**config.mk**
```make
export PLATFORM = sky130hd
export DESIGN_NAME = decode_ctrl_stage
export DESIGN_NICKNAME = d
export VERILOG_FILES = /design/src/rtl/decode_ctrl_stage.sv
export SDC_FILE = /design/constraint.sdc
export NUM_CORES = 1
export LEC_CHECK = 0
export ABC_AREA = 1
export CORE_MARGIN = 2
export CORE_UTILIZATION = 40
export CTS_CLUSTER_DIAMETER = 50
export CTS_CLUSTER_SIZE = 28
export DETAILED_ROUTE_END_ITERATION = 8
export PLACE_DENSITY = 0.67
export RECOVER_POWER = 50
export SLEW_MARGIN = 20
export SYNTH_ARGS = -nofsm -noshare
export SYNTH_HDL_FRONTEND = slang
export SYNTH_SLANG_ARGS = --single-unit
```
**constraint.sdc**
```tcl
create_clock -name clk -period 4.75 [get_ports clk]
set_input_delay 1.425 -clock clk [delete_from_list [all_inputs] [get_ports clk]]
set_output_delay 1.425 -clock clk [all_outputs]
set_load 0.03 [all_outputs]
```
**src/rtl/decode_ctrl_stage.sv**
```systemverilog
`default_nettype none
// ============================================================================
// Module   : decode_ctrl_stage
// Purpose  : Registered instruction decode/control stage with a valid/ready
//            output register, load-use stall and synchronous flush.
// Revision : 1.0 - initial release
// ============================================================================
module decode_ctrl_stage #(
    parameter int REG_AW     = 5,
    parameter int SHAMT_W    = 5,
    parameter int ALUOP_W    = 4,
    parameter int LOAD_STALL = 1
) (
    input  logic               clk,
    input  logic               rst_n,
    input  logic               in_valid,
    output logic               in_ready,
    input  logic [31:0]        in_instr,
    input  logic               flush,
    output logic               out_valid,
    input  logic               out_ready,
    output logic [1:0]         out_optype,
    output logic [2:0]         out_deref,
    output logic [ALUOP_W-1:0] out_aluop,
    output logic [SHAMT_W-1:0] out_shamt,
    output logic [1:0]         out_pccfg,
    output logic               out_ramwe,
    output logic               out_regwe,
    output logic [1:0]         out_regsrc,
    output logic [REG_AW-1:0]  out_rs,
    output logic [REG_AW-1:0]  out_rt,
    output logic [REG_AW-1:0]  out_dst,
    output logic               out_illegal,
    output logic               hazard_stall
);

    localparam logic [1:0] OPT_R     = 2'd0;
    localparam logic [1:0] OPT_I     = 2'd1;
    localparam logic [1:0] OPT_J     = 2'd2;
    localparam logic [2:0] DR_DEST   = 3'b100;
    localparam logic [2:0] DR_OPA    = 3'b010;
    localparam logic [2:0] DR_OPB    = 3'b001;
    localparam logic [1:0] PC_NORMAL = 2'd0;
    localparam logic [1:0] PC_STEP   = 2'd1;
    localparam logic [1:0] PC_REF    = 2'd2;
    localparam logic [1:0] SRC_ALU   = 2'd0;
    localparam logic [1:0] SRC_LOAD  = 2'd1;
    localparam logic [1:0] SRC_PC    = 2'd2;
    localparam logic [2:0] LD_RELOAD = 3'(LOAD_STALL);

    typedef struct packed {
        logic [1:0]         optype;
        logic [2:0]         deref;
        logic [ALUOP_W-1:0] aluop;
        logic [SHAMT_W-1:0] shamt;
        logic [1:0]         pccfg;
        logic               ramwe;
        logic               regwe;
        logic [1:0]         regsrc;
        logic [REG_AW-1:0]  rs;
        logic [REG_AW-1:0]  rt;
        logic [REG_AW-1:0]  dst;
        logic               illegal;
        logic               is_load;
    } bundle_t;

    logic [5:0]         opcode;
    logic [5:0]         func;
    logic [REG_AW-1:0]  f_rs;
    logic [REG_AW-1:0]  f_rt;
    logic [REG_AW-1:0]  f_rd;
    logic [SHAMT_W-1:0] f_shamt;

    assign opcode  = in_instr[31:26];
    assign func    = in_instr[5:0];
    assign f_rs    = REG_AW'(in_instr[25:21]);
    assign f_rt    = REG_AW'(in_instr[20:16]);
    assign f_rd    = REG_AW'(in_instr[15:11]);
    assign f_shamt = SHAMT_W'(in_instr[10:6]);

    bundle_t dec;

    always_comb begin
        dec         = '0;
        dec.optype  = OPT_R;
        dec.pccfg   = PC_NORMAL;
        dec.regsrc  = SRC_ALU;
        if (opcode == 6'h00) begin
            if (func <= 6'h11) begin
                dec.rs    = f_rs;
                dec.shamt = f_shamt;
            end
            if (func <= 6'h0F) begin
                dec.aluop = ALUOP_W'(func[3:0]);
                dec.deref = DR_OPA | DR_OPB;
                dec.regwe = 1'b1;
                dec.rt    = f_rt;
                dec.dst   = f_rd;
            end else if (func == 6'h10) begin
                dec.deref = DR_OPA;
                dec.pccfg = PC_REF;
            end else if (func == 6'h11) begin
                dec.deref  = DR_OPA;
                dec.pccfg  = PC_REF;
                dec.regwe  = 1'b1;
                dec.regsrc = SRC_PC;
                dec.dst    = f_rd;
            end else begin
                dec.illegal = 1'b1;
            end
        end else if (opcode <= 6'h0F) begin
            dec.optype = OPT_I;
            dec.aluop  = ALUOP_W'(opcode[3:0]);
            dec.deref  = DR_OPA;
            dec.regwe  = 1'b1;
            dec.rs     = f_rs;
            dec.dst    = f_rt;
        end else if (opcode <= 6'h13) begin
            // Branch compare ops occupy the top four ALU codes 0xC..0xF.
            dec.optype = OPT_I;
            dec.aluop  = ALUOP_W'({2'b11, opcode[1:0]});
            dec.deref  = DR_DEST | DR_OPA;
            dec.pccfg  = PC_STEP;
            dec.rs     = f_rs;
            dec.rt     = f_rt;
        end else begin
            case (opcode)
                6'h20: begin
                    dec.optype  = OPT_I;
                    dec.deref   = DR_OPA;
                    dec.regwe   = 1'b1;
                    dec.regsrc  = SRC_LOAD;
                    dec.rs      = f_rs;
                    dec.dst     = f_rt;
                    dec.is_load = 1'b1;
                end
                6'h21: begin
                    dec.optype = OPT_I;
                    dec.deref  = DR_OPA;
                    dec.ramwe  = 1'b1;
                    dec.rs     = f_rs;
                    dec.rt     = f_rt;
                end
                6'h30: begin
                    dec.optype = OPT_J;
                    dec.pccfg  = PC_REF;
                end
                6'h31: begin
                    dec.optype = OPT_J;
                    dec.pccfg  = PC_REF;
                    dec.regwe  = 1'b1;
                    dec.regsrc = SRC_PC;
                    dec.dst    = '1;
                end
                default: dec.illegal = 1'b1;
            endcase
        end
    end

    logic              valid_q, valid_d;
    bundle_t           bundle_q, bundle_d;
    logic [2:0]        ld_cnt_q, ld_cnt_d;
    logic [REG_AW-1:0] ld_dst_q, ld_dst_d;

    logic held_ld;
    logic cnt_live;
    logic rs_haz;
    logic rt_haz;
    logic hazard;
    logic accept;
    logic out_xfer;

    // Unused sources are decoded as 0, so a zero check also covers "not used".
    assign held_ld  = valid_q & bundle_q.is_load;
    assign cnt_live = (ld_cnt_q != 3'd0);
    assign rs_haz   = (dec.rs != '0) &&
                      ((held_ld && (dec.rs == bundle_q.dst)) || (cnt_live && (dec.rs == ld_dst_q)));
    assign rt_haz   = (dec.rt != '0) &&
                      ((held_ld && (dec.rt == bundle_q.dst)) || (cnt_live && (dec.rt == ld_dst_q)));
    assign hazard   = rs_haz | rt_haz;

    assign in_ready     = ~flush & ~hazard & (~valid_q | out_ready);
    assign hazard_stall = hazard & in_valid & ~flush;
    assign accept       = in_valid & in_ready;
    assign out_xfer     = valid_q & out_ready;

    always_comb begin
        valid_d  = valid_q;
        bundle_d = bundle_q;
        ld_cnt_d = ld_cnt_q;
        ld_dst_d = ld_dst_q;
        if (out_xfer && bundle_q.is_load) begin
            ld_cnt_d = LD_RELOAD;
            ld_dst_d = bundle_q.dst;
        end else if (cnt_live) begin
            ld_cnt_d = ld_cnt_q - 3'd1;
        end
        if (flush) begin
            valid_d  = 1'b0;
            ld_cnt_d = 3'd0;
        end else if (accept) begin
            valid_d  = 1'b1;
            bundle_d = dec;
        end else if (out_ready) begin
            valid_d = 1'b0;
        end
    end

    always_ff @(posedge clk or negedge rst_n) begin
        if (!rst_n) begin
            valid_q  <= 1'b0;
            bundle_q <= '0;
            ld_cnt_q <= 3'd0;
            ld_dst_q <= '0;
        end else begin
            valid_q  <= valid_d;
            bundle_q <= bundle_d;
            ld_cnt_q <= ld_cnt_d;
            ld_dst_q <= ld_dst_d;
        end
    end

    assign out_valid   = valid_q;
    assign out_optype  = bundle_q.optype;
    assign out_deref   = bundle_q.deref;
    assign out_aluop   = bundle_q.aluop;
    assign out_shamt   = bundle_q.shamt;
    assign out_pccfg   = bundle_q.pccfg;
    assign out_ramwe   = bundle_q.ramwe;
    assign out_regwe   = bundle_q.regwe;
    assign out_regsrc  = bundle_q.regsrc;
    assign out_rs      = bundle_q.rs;
    assign out_rt      = bundle_q.rt;
    assign out_dst     = bundle_q.dst;
    assign out_illegal = bundle_q.illegal;

endmodule
`default_nettype wire

```
==> results_dict.tcl <==
set metrics [dict create \
    status "complete, but fails checks" \
    violations "capacitance limit, slew limit" \
    p_clk_frac 0.260 \
    cts_sinks 45 \
    multi_input_area_um2 1650 \
    synth_ff_type "dfrtp_1" \
    synth.distinct_cells 31 \
    criticalPathCategory "in -> out" \
    pwr-share-comb 0.364 \
    synth.most_common_cell "nand2_1" \
    antenna_cells 0 \
    worstHoldEndpoint "out_shamt[2]" \
    pwr-share-seq 0.376 \
    power_switching_mw 0.436 \
    yosysTopAreaCell "dfrtp_1" \
    ant_nets 0 \
    cts_inserted_buffers 5 \
    root_buffer "clkbuf_8" \
    final.fill_count 711 \
    r2r_start "ld_cnt_q[0]" \
    holdBufCountCts 0 \
    power_density_nw_per_um2 271 \
    start_util 0.407 \
    reg2reg_to "out_aluop[0]" \
    hold_viol 0 \
    drt_iter0_drc 150 \
    clock_skew_ns 0.0144 \
    wl_per_cell_um 14.4 \
    max-cap-violations 1 \
    syn_avg_cell_area_um2 7.12 \
    cp-start-kind "input port" \
    first_pass_iters 4 \
    ir_drop_mv 0.195 \
    grtUsageTotal 0.217 \
    synth_edf_count 0 \
    clkLatencyLatePin_ns 0.32 \
    drive_above_1_share 0.271 \
    grt_max_degree 46 \
    setup_tns_ns 0 \
    maxSlewViolCount 46 \
    grt_pass1_vias 3065 \
    grt_antenna_before_repair 0 \
    fmax_ghz 0.214 \
    fin_crit_sh 0.984 \
    synth.cell_area_um2 3100 \
    htreeDepth 2 \
    dpl_cell_area_um2 3890 \
    overflow 0 \
    coreArea_um2 7610 \
    synth-seq-cells 45 \
    required_ns 3.32 \
    endpoint_kind "output port" \
    crit_fanout 6 \
    setup_ws_ns 0.0764 \
    nNetsFinal 565 \
    die_w_um 92.0 \
    hold_start "out_shamt[2]" \
    yosys_warnings 0 \
    wl_mm 9.07 \
    fin_cells 629 \
    drc 0 \
    rrSetupSlack_ns 2.36 \
    utilization 0.586 \
    grt_pass1_wl_mm 14.7 \
    portBuffers 75 \
    min_path_type "reg -> reg" \
    row_count 32 \
    seqCellArea_um2 1130 \
    path_clk_slew_ns 0.10 \
    synth_area_leaders "dfrtp_1 36%, nand2_1 17%, nand3_1 9.7%" \
    die_area_um2 8460 \
    syn-num-nets 474 \
    hold_depth 2 \
    synth-seq-area-share 0.364 \
    final_area_um2 4460 \
    place_congestion 0.862 \
    p_int_mw 0.772 \
    setup_viol_count_final 0 \
    die_h_um 92.0 \
    cts_buffer_depth 2 \
    layout_min_cycle_time_ns 4.67 \
    maxSlewHeadroom -0.654 \
    vias 3131 \
    syn_inst 435 \
    switching_share 0.361 \
    worstPathArrival_ns 3.25 \
    dp_hpwl_mm 5.98 \
    via_per_inst 4.98 \
    synthArstFlopShare 1.00 \
    reg2regPathDepth 15 \
    syn2layout_area_growth_pct 44.0 \
    place_ws_ns -0.289 \
    worst_pin_slew_ns 2.48 \
    placed_cells 601 \
    netlist.area_leader.share 0.364 \
    cts_tree "done" \
    ios 76 \
    synth_common_cells "137 x nand2_1, 60 x nand3_1, 47 x inv_1" \
    power_leakage_nw 2.33 \
]
-- power by group through the flow --
stage / registers [mW] / clock network [mW] / logic [mW]
finish: 0.454 / 0.314 / 0.440
global route: 0.460 / 0.337 / 0.477
CTS: 0.454 / 0.322 / 0.423
detailed placement: 0.461 / 0 / 0.397
global placement: 0.460 / 0 / 0.389
floorplan: 0.461 / 0 / 0.268
-- metal layers --
layer	GRT usage	vias up	wire, µm
met1	0.287	1502	4010
met3	0.0271	16	363
li1	-	1533	-
met4	0.0572	0	162
met2	0.374	80	4530
met5	0	-	0
-- how the worst max path moves through the flow --
stage / slack (ns) / from / to
floorplan: 0.33 / in_instr[26] / hazard_stall
global placement: -0.27 / in_instr[31] / hazard_stall
detailed placement: -0.29 / in_instr[31] / in_ready
CTS: -0.004 / in_instr[29] / in_ready
global route: -0.03 / in_instr[31] / in_ready
finish: 0.08 / in_instr[31] / in_ready
-- cell usage in the layout (no fill, tap or decap), drive strengths merged --
master,count
nand2,145
clkbuf,10
clkdlybuf4s15,2
nor3,2
buf,61
o22ai,2
clkdlybuf4s50,46
a21oi,6
bufinv,1
o21ai,13
ha,2
a31o,4
nand3,65
dlygate4sd2,2
nor2,37
o211ai,2
inv,54
clkinv,1
a221o,2
dlygate4sd3,14
dfrtp,45
and3,1
nand4,10
-- critical path, stage by stage --
cell	delay [ns]
buf_4	0.11
nor2_4	0.06
buf_12	0.12
a21oi_4	0.15
buf_6	0.12
nand3_4	0.12
buf_6	0.16
nand3_4	0.09
inv_2	0.06
nor3_2	0.17
nand3_1	0.10
nand2_2	0.12
nand2_4	0.07
buf_12	0.13
nor2_8	0.10
buf_6	0.13
-- through the flow --
step | total power [mW] | hold WS [ns]
finish | 1.21 | 0.482
global placement | 0.850 | 0.465
detailed placement | 0.858 | 0.464
floorplan | 0.728 | 0.450
CTS | 1.20 | 0.490
global route | 1.27 | 0.517
-- layout make-up --
| cell class | instances | area share |
|---|---|---|
| Sequential cell | 45 | 0.253 |
| Clock buffer | 5 | 0.0154 |
| Inverter | 53 | 0.0452 |
| Timing Repair Buffer | 130 | 0.277 |
| Clock inverter | 3 | 0.0112 |
| Multi-Input combinational cell | 291 | 0.370 |
| Tap cell | 102 | 0.0286 |
-- what timing repair did --
action | 4_1_cts | 5_1_grt
buffers inserted | 16 | 3
endpoints found under the setup margin | 2 | 2
gates resized for setup | 55 | 55
gates cloned | 1 | 0
pin swaps | 18 | 37
-- state kept, by name, indices dropped and copies added, names as in the netlist, 3 cells and up --
name / cells
ld_dst_q: 5
out_dst: 5
out_rs: 5
out_rt: 5
out_shamt: 5
out_aluop: 4
ld_cnt_q: 3
-- kinds of logic after synthesis --
family          after synthesis  synth area share
compound gates               29            0.0586
simple gates                259             0.391
flops                        45             0.364
buf+inv                     100             0.179
fa+ha+maj                     2           0.00808
Power figures use the tool's default switching activity.
